File: config.mk
export PLATFORM = sky130hd
export DESIGN_NAME = mem_refill_arbiter
export DESIGN_NICKNAME = d
export VERILOG_FILES = /design/src/rtl/mem_arb_pkg.sv /design/src/rtl/mem_arb_rr2.sv /design/src/rtl/mem_refill_arbiter.sv
export SDC_FILE = /design/constraint.sdc
export NUM_CORES = 1
export LEC_CHECK = 0
export CAP_MARGIN = 20
export CORE_AREA = 2 2 79 81
export DETAILED_ROUTE_END_ITERATION = 10
export DIE_AREA = 0 0 81 83
export DONT_BUFFER_PORTS = 1
export GPL_TIMING_DRIVEN = 0
export HOLD_SLACK_MARGIN = 0.05
export PLACE_DENSITY = 0.64
export SYNTH_ARGS = -nofsm -noshare
export SYNTH_HDL_FRONTEND = slang
export SYNTH_HIERARCHICAL = 1
export SYNTH_SLANG_ARGS = --single-unit
export TNS_END_PERCENT = 100
File: constraint.sdc
create_clock -name clk -period 1.2 [get_ports clk]
set_input_delay 0.12 -clock clk [delete_from_list [all_inputs] [get_ports clk]]
set_output_delay 0.12 -clock clk [all_outputs]
set_load 0.03 [all_outputs]
File: src/rtl/mem_arb_pkg.sv
// Shared types for the memory refill arbiter: FSM states, owner encoding and
// default burst geometry.
package mem_arb_pkg;

  typedef enum logic [1:0] {
    IDLE    = 2'd0,
    BURST   = 2'd1,
    RELEASE = 2'd2
  } arb_state_t;

  typedef enum logic {
    OWN_IC = 1'b0,
    OWN_DC = 1'b1
  } owner_t;

  localparam int BURST_LEN_DEF   = 4;
  localparam int WORD_OFFSET_DEF = 2;

endpackage

File: src/rtl/mem_arb_rr2.sv
// Two-way round-robin pick between the icache and dcache refill requests.
// A lone request always wins; on a tie the side that was not granted last wins.
module mem_arb_rr2
  import mem_arb_pkg::*;
(
  input  logic   req_ic,
  input  logic   req_dc,
  input  owner_t last_grant,
  output logic   valid,
  output owner_t winner
);

  // NOTE: every always_comb output gets a default first so no path infers a latch.
  always_comb begin
    valid  = req_ic | req_dc;
    winner = OWN_IC;
    if (req_ic && req_dc) begin
      winner = (last_grant == OWN_IC) ? OWN_DC : OWN_IC;
    end else if (req_dc) begin
      winner = OWN_DC;
    end
  end

endmodule

File: src/rtl/mem_refill_arbiter.sv
// Shares one memory refill port between icache and dcache, one full burst per grant.
// Optional beat timeout with abort pulse: define MEM_ARB_TIMEOUT_EN.
module mem_refill_arbiter
  import mem_arb_pkg::*;
#(
  parameter int ADR_WIDTH   = 32,
  parameter int DATA_WIDTH  = 32,
  parameter int BURST_LEN   = BURST_LEN_DEF,
  parameter int WORD_OFFSET = WORD_OFFSET_DEF,
  parameter int TIMEOUT_CYC = 64
) (
  input  logic                   clk,
  input  logic                   rst,
  input  logic                   req_ic2arb,
  input  logic [ADR_WIDTH-1:0]   adr_ic2arb,
  output logic                   ack_arb2ic,
  output logic [DATA_WIDTH-1:0]  dat_arb2ic,
  output logic                   err_arb2ic,
  input  logic                   req_dc2arb,
  input  logic [ADR_WIDTH-1:0]   adr_dc2arb,
  output logic                   ack_arb2dc,
  output logic [DATA_WIDTH-1:0]  dat_arb2dc,
  output logic                   err_arb2dc,
  output logic [WORD_OFFSET-1:0] word_arb2cc,
  output logic                   req_arb2mem,
  output logic [ADR_WIDTH-1:0]   adr_arb2mem,
  input  logic                   ack_mem2arb,
  input  logic [DATA_WIDTH-1:0]  dat_mem2arb,
  output logic                   busy
);

  arb_state_t             state;
  owner_t                 owner;
  owner_t                 last_grant;
  logic [WORD_OFFSET-1:0] beat;
  logic                   pick_valid;
  owner_t                 pick;
  logic                   route;
  logic                   last_beat;
  logic                   tmo_hit;

  mem_arb_rr2 u_rr (
    .req_ic     (req_ic2arb),
    .req_dc     (req_dc2arb),
    .last_grant (last_grant),
    .valid      (pick_valid),
    .winner     (pick)
  );

  // Memory acks only count while a burst owns the port; elsewhere they are dropped.
  assign route     = (state == BURST) && ack_mem2arb;
  assign last_beat = route && (beat == WORD_OFFSET'(BURST_LEN - 1));

  assign ack_arb2ic  = route && (owner == OWN_IC);
  assign ack_arb2dc  = route && (owner == OWN_DC);
  assign dat_arb2ic  = ack_arb2ic ? dat_mem2arb : '0;
  assign dat_arb2dc  = ack_arb2dc ? dat_mem2arb : '0;
  assign word_arb2cc = route ? beat : '0;
  assign busy        = (state != IDLE);

`ifdef MEM_ARB_TIMEOUT_EN
  localparam int TW = $clog2(TIMEOUT_CYC + 1);

  logic [TW-1:0] tmo_cnt;
  logic          err_q;

  // tmo_cnt holds cycles elapsed since the grant or last ack, so the abort
  // pulse lands exactly TIMEOUT_CYC cycles after that event.
  assign tmo_hit    = (state == BURST) && !ack_mem2arb && (tmo_cnt == TW'(TIMEOUT_CYC - 1));
  assign err_arb2ic = err_q && (owner == OWN_IC);
  assign err_arb2dc = err_q && (owner == OWN_DC);

  always_ff @(posedge clk) begin
    if (rst) begin
      tmo_cnt <= '0;
      err_q   <= 1'b0;
    end else begin
      err_q <= tmo_hit;
      if (state == IDLE || ack_mem2arb) begin
        tmo_cnt <= TW'(1);
      end else if (state == BURST) begin
        tmo_cnt <= tmo_cnt + 1'b1;
      end
    end
  end
`else
  logic [31:0] unused_tmo;

  assign unused_tmo = 32'(TIMEOUT_CYC);
  assign tmo_hit    = 1'b0;
  assign err_arb2ic = 1'b0;
  assign err_arb2dc = 1'b0;
`endif

  // NOTE: sequential state uses non-blocking assignments so every register
  // sees the pre-edge values of its neighbours.
  always_ff @(posedge clk) begin
    if (rst) begin
      state       <= IDLE;
      owner       <= OWN_IC;
      last_grant  <= OWN_DC;
      beat        <= '0;
      req_arb2mem <= 1'b0;
      adr_arb2mem <= '0;
    end else begin
      case (state)
        IDLE: begin
          if (pick_valid) begin
            owner       <= pick;
            last_grant  <= pick;
            adr_arb2mem <= (pick == OWN_DC) ? adr_dc2arb : adr_ic2arb;
            req_arb2mem <= 1'b1;
            beat        <= '0;
            state       <= BURST;
          end
        end
        BURST: begin
          if (route) begin
            beat <= beat + 1'b1;
            if (last_beat) begin
              beat        <= '0;
              req_arb2mem <= 1'b0;
              state       <= RELEASE;
            end
          end else if (tmo_hit) begin
            beat        <= '0;
            req_arb2mem <= 1'b0;
            state       <= RELEASE;
          end
        end
        RELEASE: state <= IDLE;
        default: state <= IDLE;
      endcase
    end
  end

endmodule

==> metrics.md, run 1 <==
| Metric | Value |
|---|---|
| Share of cells above drive strength 1 | `between 50% and 60%` |
| Top cell by count, worst path | `buf_12` |
| Crit start category | `flip-flop` |
| Max Slew Vio Count | `0` |
| Ratio of total power to cell area | `1090 nW/µm²` |
| Period minus WS final | `between 1.5 and 2 ns` |
| Post-synthesis sequential area ratio | `roughly a third` |
| Starting density of the core | `42.1%` |
| Worst slew margin | `54.0%` |
| Final TNS setup | `-28.42 ns` |
| Tcrit/Tclk final | `134%` |
| WS Path Type | `reg -> out` |
| Hold_sp | `ack_mem2arb` |
| Post-Place Cells | `approximately 340` |
| R2R Path Start | `state[1]` |
| Iter 0 DRT Violations | `62` |
| Avg WL per Cell | `~18 µm` |
| CP max stage delay | `about 0.34 ns` |
| TritonRoute pass-1 iters | `4` |
| Die width | `about 81 µm` |
| CTS root buf | `clkbuf_8` |
| Fmax | `623 MHz` |
| Yosys reg bits | `39` |
| Final hold viol count | `0` |
| Global route overflow | `0` |
| Crit path from | `state[1]` |
| Area growth from synthesis to layout | `32.9%` |
| HPWL Detailed | `4680 µm` |
| Buf/Inv on CP | `2` |
| Warnings from Yosys | `6` |
| Vias | `1954` |
| Failing checks | `negative setup slack` |
| Status | `finished with violations` |
| CP Cell Sequence | `nor2b_4, and3b_2, buf_12, buf_12, and2_4` |
| First-pass GRT wire length | `approximately 9700 µm` |
| CTS tree | `yes` |
| I/O Pins | `roughly 200` |
| Gr usage total | `a little under a fifth` |
| Routed wire length | `~6500 µm` |
| CP Max Fanout | `6` |
| Initial antenna violation count | `0` |
| Number of max-cap violations | `0` |
| Worst hold slack | `0.0729 ns` |
| WP data required | `approximately 1.1 ns` |
| VDD IR max | `~0.00062 V` |
| Leak | `~1.3 nW` |
| Drt drc | `0` |
| Bufs on Longest Clock Path | `2` |
| Number of global-route vias before repair | `~1900` |
| Syn Std Cell Area | `2450 µm²` |
| Fin area | `about 3300 µm²` |
| CTS HTree Levels | `2` |
| Count of cell types in the netlist | `34` |
| RSZ-0062 raised after global routing | `yes` |
| # rows | `28` |
| Placed Area | `2750 µm²` |
| IO Port Bufs | `0` |
| Skew-Pair Late Insertion Delay | `0.29 ns` |
| Clock-pin transition on the worst setup and hold timing paths | `0.08 ns` |
| CP max-delay cell | `dfxtp_2` |
| Total CTS buffers | `5` |
| Nets@finish | `385` |
| Pin count of the biggest net entering global routing | `13` |
| Clock skew | `~0.0057 ns` |
| Fillers | `between 500 and 600` |
| Avg Cell Area, Syn | `roughly 9.4 µm²` |
| Die height | `about 83 µm` |
| Delay-heaviest family, CP | `simple AND/OR/NAND/NOR gates` |
| Vias per inst | `around 5.4` |
| Mapped Cells | `about 260` |
| N_diodes | `0` |
| Antenna-violating nets left | `0` |
| DIE AREA | `about 6700 µm²` |
| Fin worst setup slack | `-0.406 ns` |
| Final setup viols | `103` |
| Worst Setup End Kind | `output port` |
| Core box area | `5820 µm²` |
| Final RePlAce weighted congestion | `0.894` |
| Hold WC Path Type | `in -> reg` |
| Total Power | `between 3 and 4 mW` |
| # clock sinks | `39` |
| Non-Filler Instances | `approximately 360` |
| Actual transition at the worst max-transition pin | `0.689 ns` |
| Critical Path AT | `approximately 1.5 ns` |
## sequential cells by signal, summed over array words and instances (netlist names)
name and count:
adr_arb2mem 32, beat 2, state 2, last_grant 1, owner 1, req_arb2mem 1
## per-stage QoR
step	setup WS [ns]	util [%]
after floorplan	-0.0533	-
after global placement	-0.179	47.2
after detailed placement	-0.195	47.2
after CTS	-0.452	54.9
after global routing	-0.475	55.9
final	-0.406	55.9
## layout make-up
class | instances | area, µm² | share of cell area [%]
clock inverters | 2 | 12.5 | 0.385
repair buffers | 17 | 289 | 8.89
multi-input cells | 196 | 1670 | 51.5
clock buffers | 6 | 72.6 | 2.23
plain buffers | 24 | 327 | 10.0
well taps | 75 | 93.8 | 2.89
flip-flops and latches | 39 | 783 | 24.1
## timing repair
item,CTS,global route
setup buffers,6,0
hold buffers,1,0
endpoints found under the setup margin,103,104
gates cloned,9,1
gates resized for setup,38,18
pin swaps,24,16
hold endpoints to repair,2,0
## worst register-to-register path: stages (launching register included)
cell	delay, ns
dfxtp_2	0.34
buf_4	0.17
nor3b_4	0.19
buf_6	0.17
buf_12	0.15
bufbuf_16	0.26
a211oi_2	0.05
## synthesized netlist by cell type (all sizes together)
cell type / count / share of area (%)
nand2b: 2 / 0.51
conb: 1 / 0.15
nor3b: 1 / 0.77
nand3b: 2 / 0.61
and3: 3 / 0.82
nand2: 4 / 0.61
and3b: 1 / 0.41
nor2b: 2 / 0.82
a31oi: 1 / 0.26
nand3: 2 / 0.41
nor2: 33 / 5.1
nor4b: 1 / 0.36
dfxtp: 39 / 32
mux2i: 32 / 13
and2b: 1 / 0.36
o211a: 1 / 0.41
buf: 16 / 5.1
a211oi: 32 / 16
a21oi: 3 / 0.61
o21bai: 2 / 0.61
o21ai: 2 / 0.41
a21boi: 1 / 0.31
clkbuf: 9 / 2.4
and2: 64 / 16
or2: 2 / 0.51
nor3: 1 / 0.20
ha: 1 / 0.51
## routing by layer
| layer | share of wire [%] | GRT usage (%) | wire, µm | up-vias |
|---|---|---|---|---|
| li1 | - | - | - | 926 |
| met1 | 43 | 26.1 | 2810 | 923 |
| met2 | 47 | 27.0 | 3090 | 96 |
| met3 | 8.5 | 5.54 | 557 | 9 |
| met4 | 1.1 | 4.93 | 71 | 0 |
| met5 | 0 | 0 | 0 | - |
## kinds of logic (layout without fill, tap and decap cells)
family | after synthesis | in the layout | synth area share, %
flip-flops | 39 | 39 | 31.9
buffers and inverters | 25 | 49 | 7.52
AND/OR/NAND/NOR | 119 | 119 | 27.8
other | 1 | 2 | 0.153
AO/OA/AOI/OAI | 42 | 42 | 19.0
adder cells (fa/ha/maj) | 1 | 1 | 0.511
multiplexers | 32 | 32 | 13.1
## final timing paths
kind / end / slack [ns] / depth (start not counted)
setup / recovery: dat_arb2ic[22] / -0.41 / 5
hold / removal: req_arb2mem / 0.07 / 3
setup reg to reg: adr_arb2mem[25] / -0.25 / 6
hold reg to reg: owner / 0.48 / 2
## cell usage in the layout, fill, tap and decap left out, types with 2 or more instances in the layout
master     count
dfxtp_2        2
clkbuf_1       3
bufbuf_16      2
a211oi_2      32
buf_6          5
clkbuf_8       8
buf_2          2
buf_12         5
conb_1         2
nand2b_1       2
o21bai_1       2
mux2i_1       31
o21ai_0        2
nand3_1        2
nand3b_1       2
and2_4        64
clkbuf_16      5
and3_4         3
dfxtp_1       37
nor2_1        33
a21oi_1        3
buf_8          8
buf_4          7
nand2_1        4
## power by group
part	switching, mW	internal (mW)	total, mW
combinational	0.497	0.494	0.991
sequential	0.280	1.41	1.69
clock	0.470	0.406	0.876
total	1.25	2.31	3.55
No activity file was read; power rests on OpenSTA's default activity.
==> run 2: changes to the inputs <==
--- a/config.mk
+++ b/config.mk
@@ -7,11 +7,11 @@
 export LEC_CHECK = 0
 export CAP_MARGIN = 20
-export CORE_AREA = 2 2 79 81
+export CORE_AREA = 2 2 80 82
 export DETAILED_ROUTE_END_ITERATION = 10
-export DIE_AREA = 0 0 81 83
+export DIE_AREA = 0 0 82 84
 export DONT_BUFFER_PORTS = 1
 export GPL_TIMING_DRIVEN = 0
 export HOLD_SLACK_MARGIN = 0.05
-export PLACE_DENSITY = 0.64
+export PLACE_DENSITY = 0.61
 export SYNTH_ARGS = -nofsm -noshare
 export SYNTH_HDL_FRONTEND = slang
==> constraint.sdc (replaced) <==
create_clock -name clk -period 2 [get_ports clk]
set_input_delay 0.2 -clock clk [delete_from_list [all_inputs] [get_ports clk]]
set_output_delay 0.2 -clock clk [all_outputs]
set_load 0.01 [all_outputs]
==> metrics.md, run 2 (synthesis results as in run 1) <==
| Metric | Value |
|---|---|
| Clock-pin transition on the worst setup and hold timing paths | `0.08 ns` |
| GR Util met2 | `around 33%` |
| WP data required | `~1.8 ns` |
| CTS tree | `yes` |
| TritonRoute pass-1 iters | `4` |
| Fin worst setup slack | `~0.24 ns` |
| Avg WL per Cell | `18.9 µm` |
| Bufs on Longest Clock Path | `2` |
| Area growth from synthesis to layout | `7.67%` |
| CTS HTree Levels | `2` |
| Tcrit/Tclk final | `about nine tenths` |
| Delay-heaviest family, CP | `simple AND/OR/NAND/NOR gates` |
| Hold Crit Depth | `2` |
| Number of max-cap violations | `0` |
| Final setup viols | `0` |
| Final TNS setup | `0 ns` |
| Routed wire length | `approximately 6500 µm` |
| Period minus WS final | `1.76 ns` |
| Status | `complete, no violations` |
| Critical Path AT | `about 1.6 ns` |
| Pin count of the biggest net entering global routing | `12` |
| Drt drc | `0` |
| IO Port Bufs | `0` |
| Die width | `between 80 and 90 µm` |
| CP max stage delay | `around 0.31 ns` |
| Leak | `approximately 1.0 nW` |
| Antenna-violating nets left | `0` |
| Placed Area | `roughly 2500 µm²` |
| Fin area | `2630 µm²` |
| Starting density of the core | `40.1%` |
| Gr usage total | `a little under a fifth` |
| Max Slew Vio Count | `0` |
| Buf/Inv on CP | `2` |
| Grt met3 use | `6.82%` |
| Worst Setup End Kind | `output port` |
| Hold WC Path Type | `in -> reg` |
| CP Max Fanout | `10` |
| Die height | `about 84 µm` |
| Worst hold slack | `~0.10 ns` |
| Number of flip-flops in the largest register | `32` |
| Hold_sp | `ack_mem2arb` |
| Vias | `around 1900` |
| Actual transition at the worst max-transition pin | `around 0.7 ns` |
| Core box area | `~6000 µm²` |
| Commonest non-fill, non-tap cell in the layout | `and2_1` |
| Ratio of total power to cell area | `between 600 and 700 nW/µm²` |
| Largest regs | `adr_arb2mem (32), beat (2), state (2)` |
| CP max-delay cell | `dfxtp_1` |
| WS Path Type | `reg -> out` |
| Busiest layer in global routing | `met2` |
| CP Cell Sequence | `buf_6, nor2b_4, and3b_2, clkbuf_2, and2_1` |
| Number of global-route vias before repair | `1796` |
| Iter 0 DRT Violations | `slightly above 40` |
| Post-CTS Setup Inserts | `0` |
| R2R Path Start | `last_grant` |
| Fillers | `587` |
| R2r setup slk | `about 0.52 ns` |
| Global route overflow | `0` |
| CTS resizes | `0` |
| Skew-Pair Late Insertion Delay | `0.28 ns` |
| Final hold viol count | `0` |
| CTS root buf | `clkbuf_8` |
| First-pass GRT wire length | `roughly 9400 µm` |
| Total Power | `about 1.8 mW` |
| R2r endpoint | `adr_arb2mem[16]` |
| Commonest cells after routing, fill and taps aside | `and2_1, dfxtp_1, nor2_1` |
| DIE AREA | `~7000 µm²` |
| Share of cells above drive strength 1 | `25.1%` |
| # clock sinks | `39` |
| Vias per inst | `between 5 and 6` |
| Final RePlAce weighted congestion | `about 0.69` |
| Initial antenna violation count | `1` |
| Met1 Usage GRT | `19.2%` |
| I/O Pins | `around 210` |
| Total CTS buffers | `5` |
| # rows | `29` |
| Nets@finish | `roughly 370` |
| VDD IR max | `0.000382 V` |
| Crit start category | `flip-flop` |
| Worst slew margin | `between 50% and 60%` |
| Most flops, register | `adr_arb2mem` |
| Pre-CTS WS | `0.508 ns` |
| Hold path endpoint | `state[1]` |
| RSZ-0062 raised after global routing | `no` |
| Fmax | `~570 MHz` |
| HPWL Detailed | `5240 µm` |
| Clock skew | `between 0.004 and 0.005 ns` |
| Worst reg-to-reg path cell count | `5` |
| Hold Buf Count CTS | `0` |
| N_diodes | `0` |
-- run 2: cell types whose count changed in the layout (fill, tap and decap cells not counted), moves of 4 or more --
| cell | change |
|---|---|
| buf_2 | +5 |
| buf_4 | -4 |
| buf_8 | -8 |
| and2_4 | -64 |
| buf_12 | -5 |
| and2_1 | +64 |
| clkbuf_16 | -5 |
| clkbuf_2 | +4 |
-- run 2: metal layers --
layer,vias to the layer above,share of wire (%)
li1,890,-
met1,876,35
met2,116,52
met3,10,12
met4,2,1.3
met5,-,0.29
-- run 2: power breakdown --
group	leakage [nW]	internal [mW]	switching, mW
Combinational	0.679	0.167	0.215
Clock	0.0470	0.271	0.268
Sequential	0.324	0.844	0.0758
Total	1.05	1.28	0.558
-- run 2: layout make-up --
class	instances	area (µm²)	share of cell area, %
Buffer	25	184	6.98
Sequential cell	39	781	29.6
Tap cell	77	96.3	3.66
Multi-Input combinational cell	196	1490	56.4
Clock inverter	1	5.00	0.190
Clock buffer	6	82.6	3.14
-- run 2: worst max-delay path by stage --
stage / startpoint / end / slack, ns / cells after the start
final: state[1] / dat_arb2ic[4] / 0.24 / 5
after global routing: state[1] / dat_arb2ic[23] / 0.10 / 5
after CTS: state[1] / dat_arb2dc[8] / 0.20 / 5
after detailed placement: last_grant / adr_arb2mem[16] / 0.51 / 5
after global placement: last_grant / adr_arb2mem[7] / 0.52 / 5
after floorplan: state[1] / dat_arb2dc[22] / 0.69 / 5
-- run 2: metrics by stage --
step | instances | util (%)
2_1_floorplan | 260 | -
3_3_place_gp | 337 | 41.8
3_5_place_dp | 337 | 41.8
4_1_cts | 344 | 43.2
5_1_grt | 344 | 43.2
6_report | 344 | 43.2
-- run 2: worst reg2reg max path, delay by kind of cell, from the launching register on --
kind / cells / cell delay (ns)
multiplexers: 1 / 0.30
buffers and inverters: 2 / 0.49
flip-flops: 1 / 0.32
AO/OA/AOI/OAI: 2 / 0.24
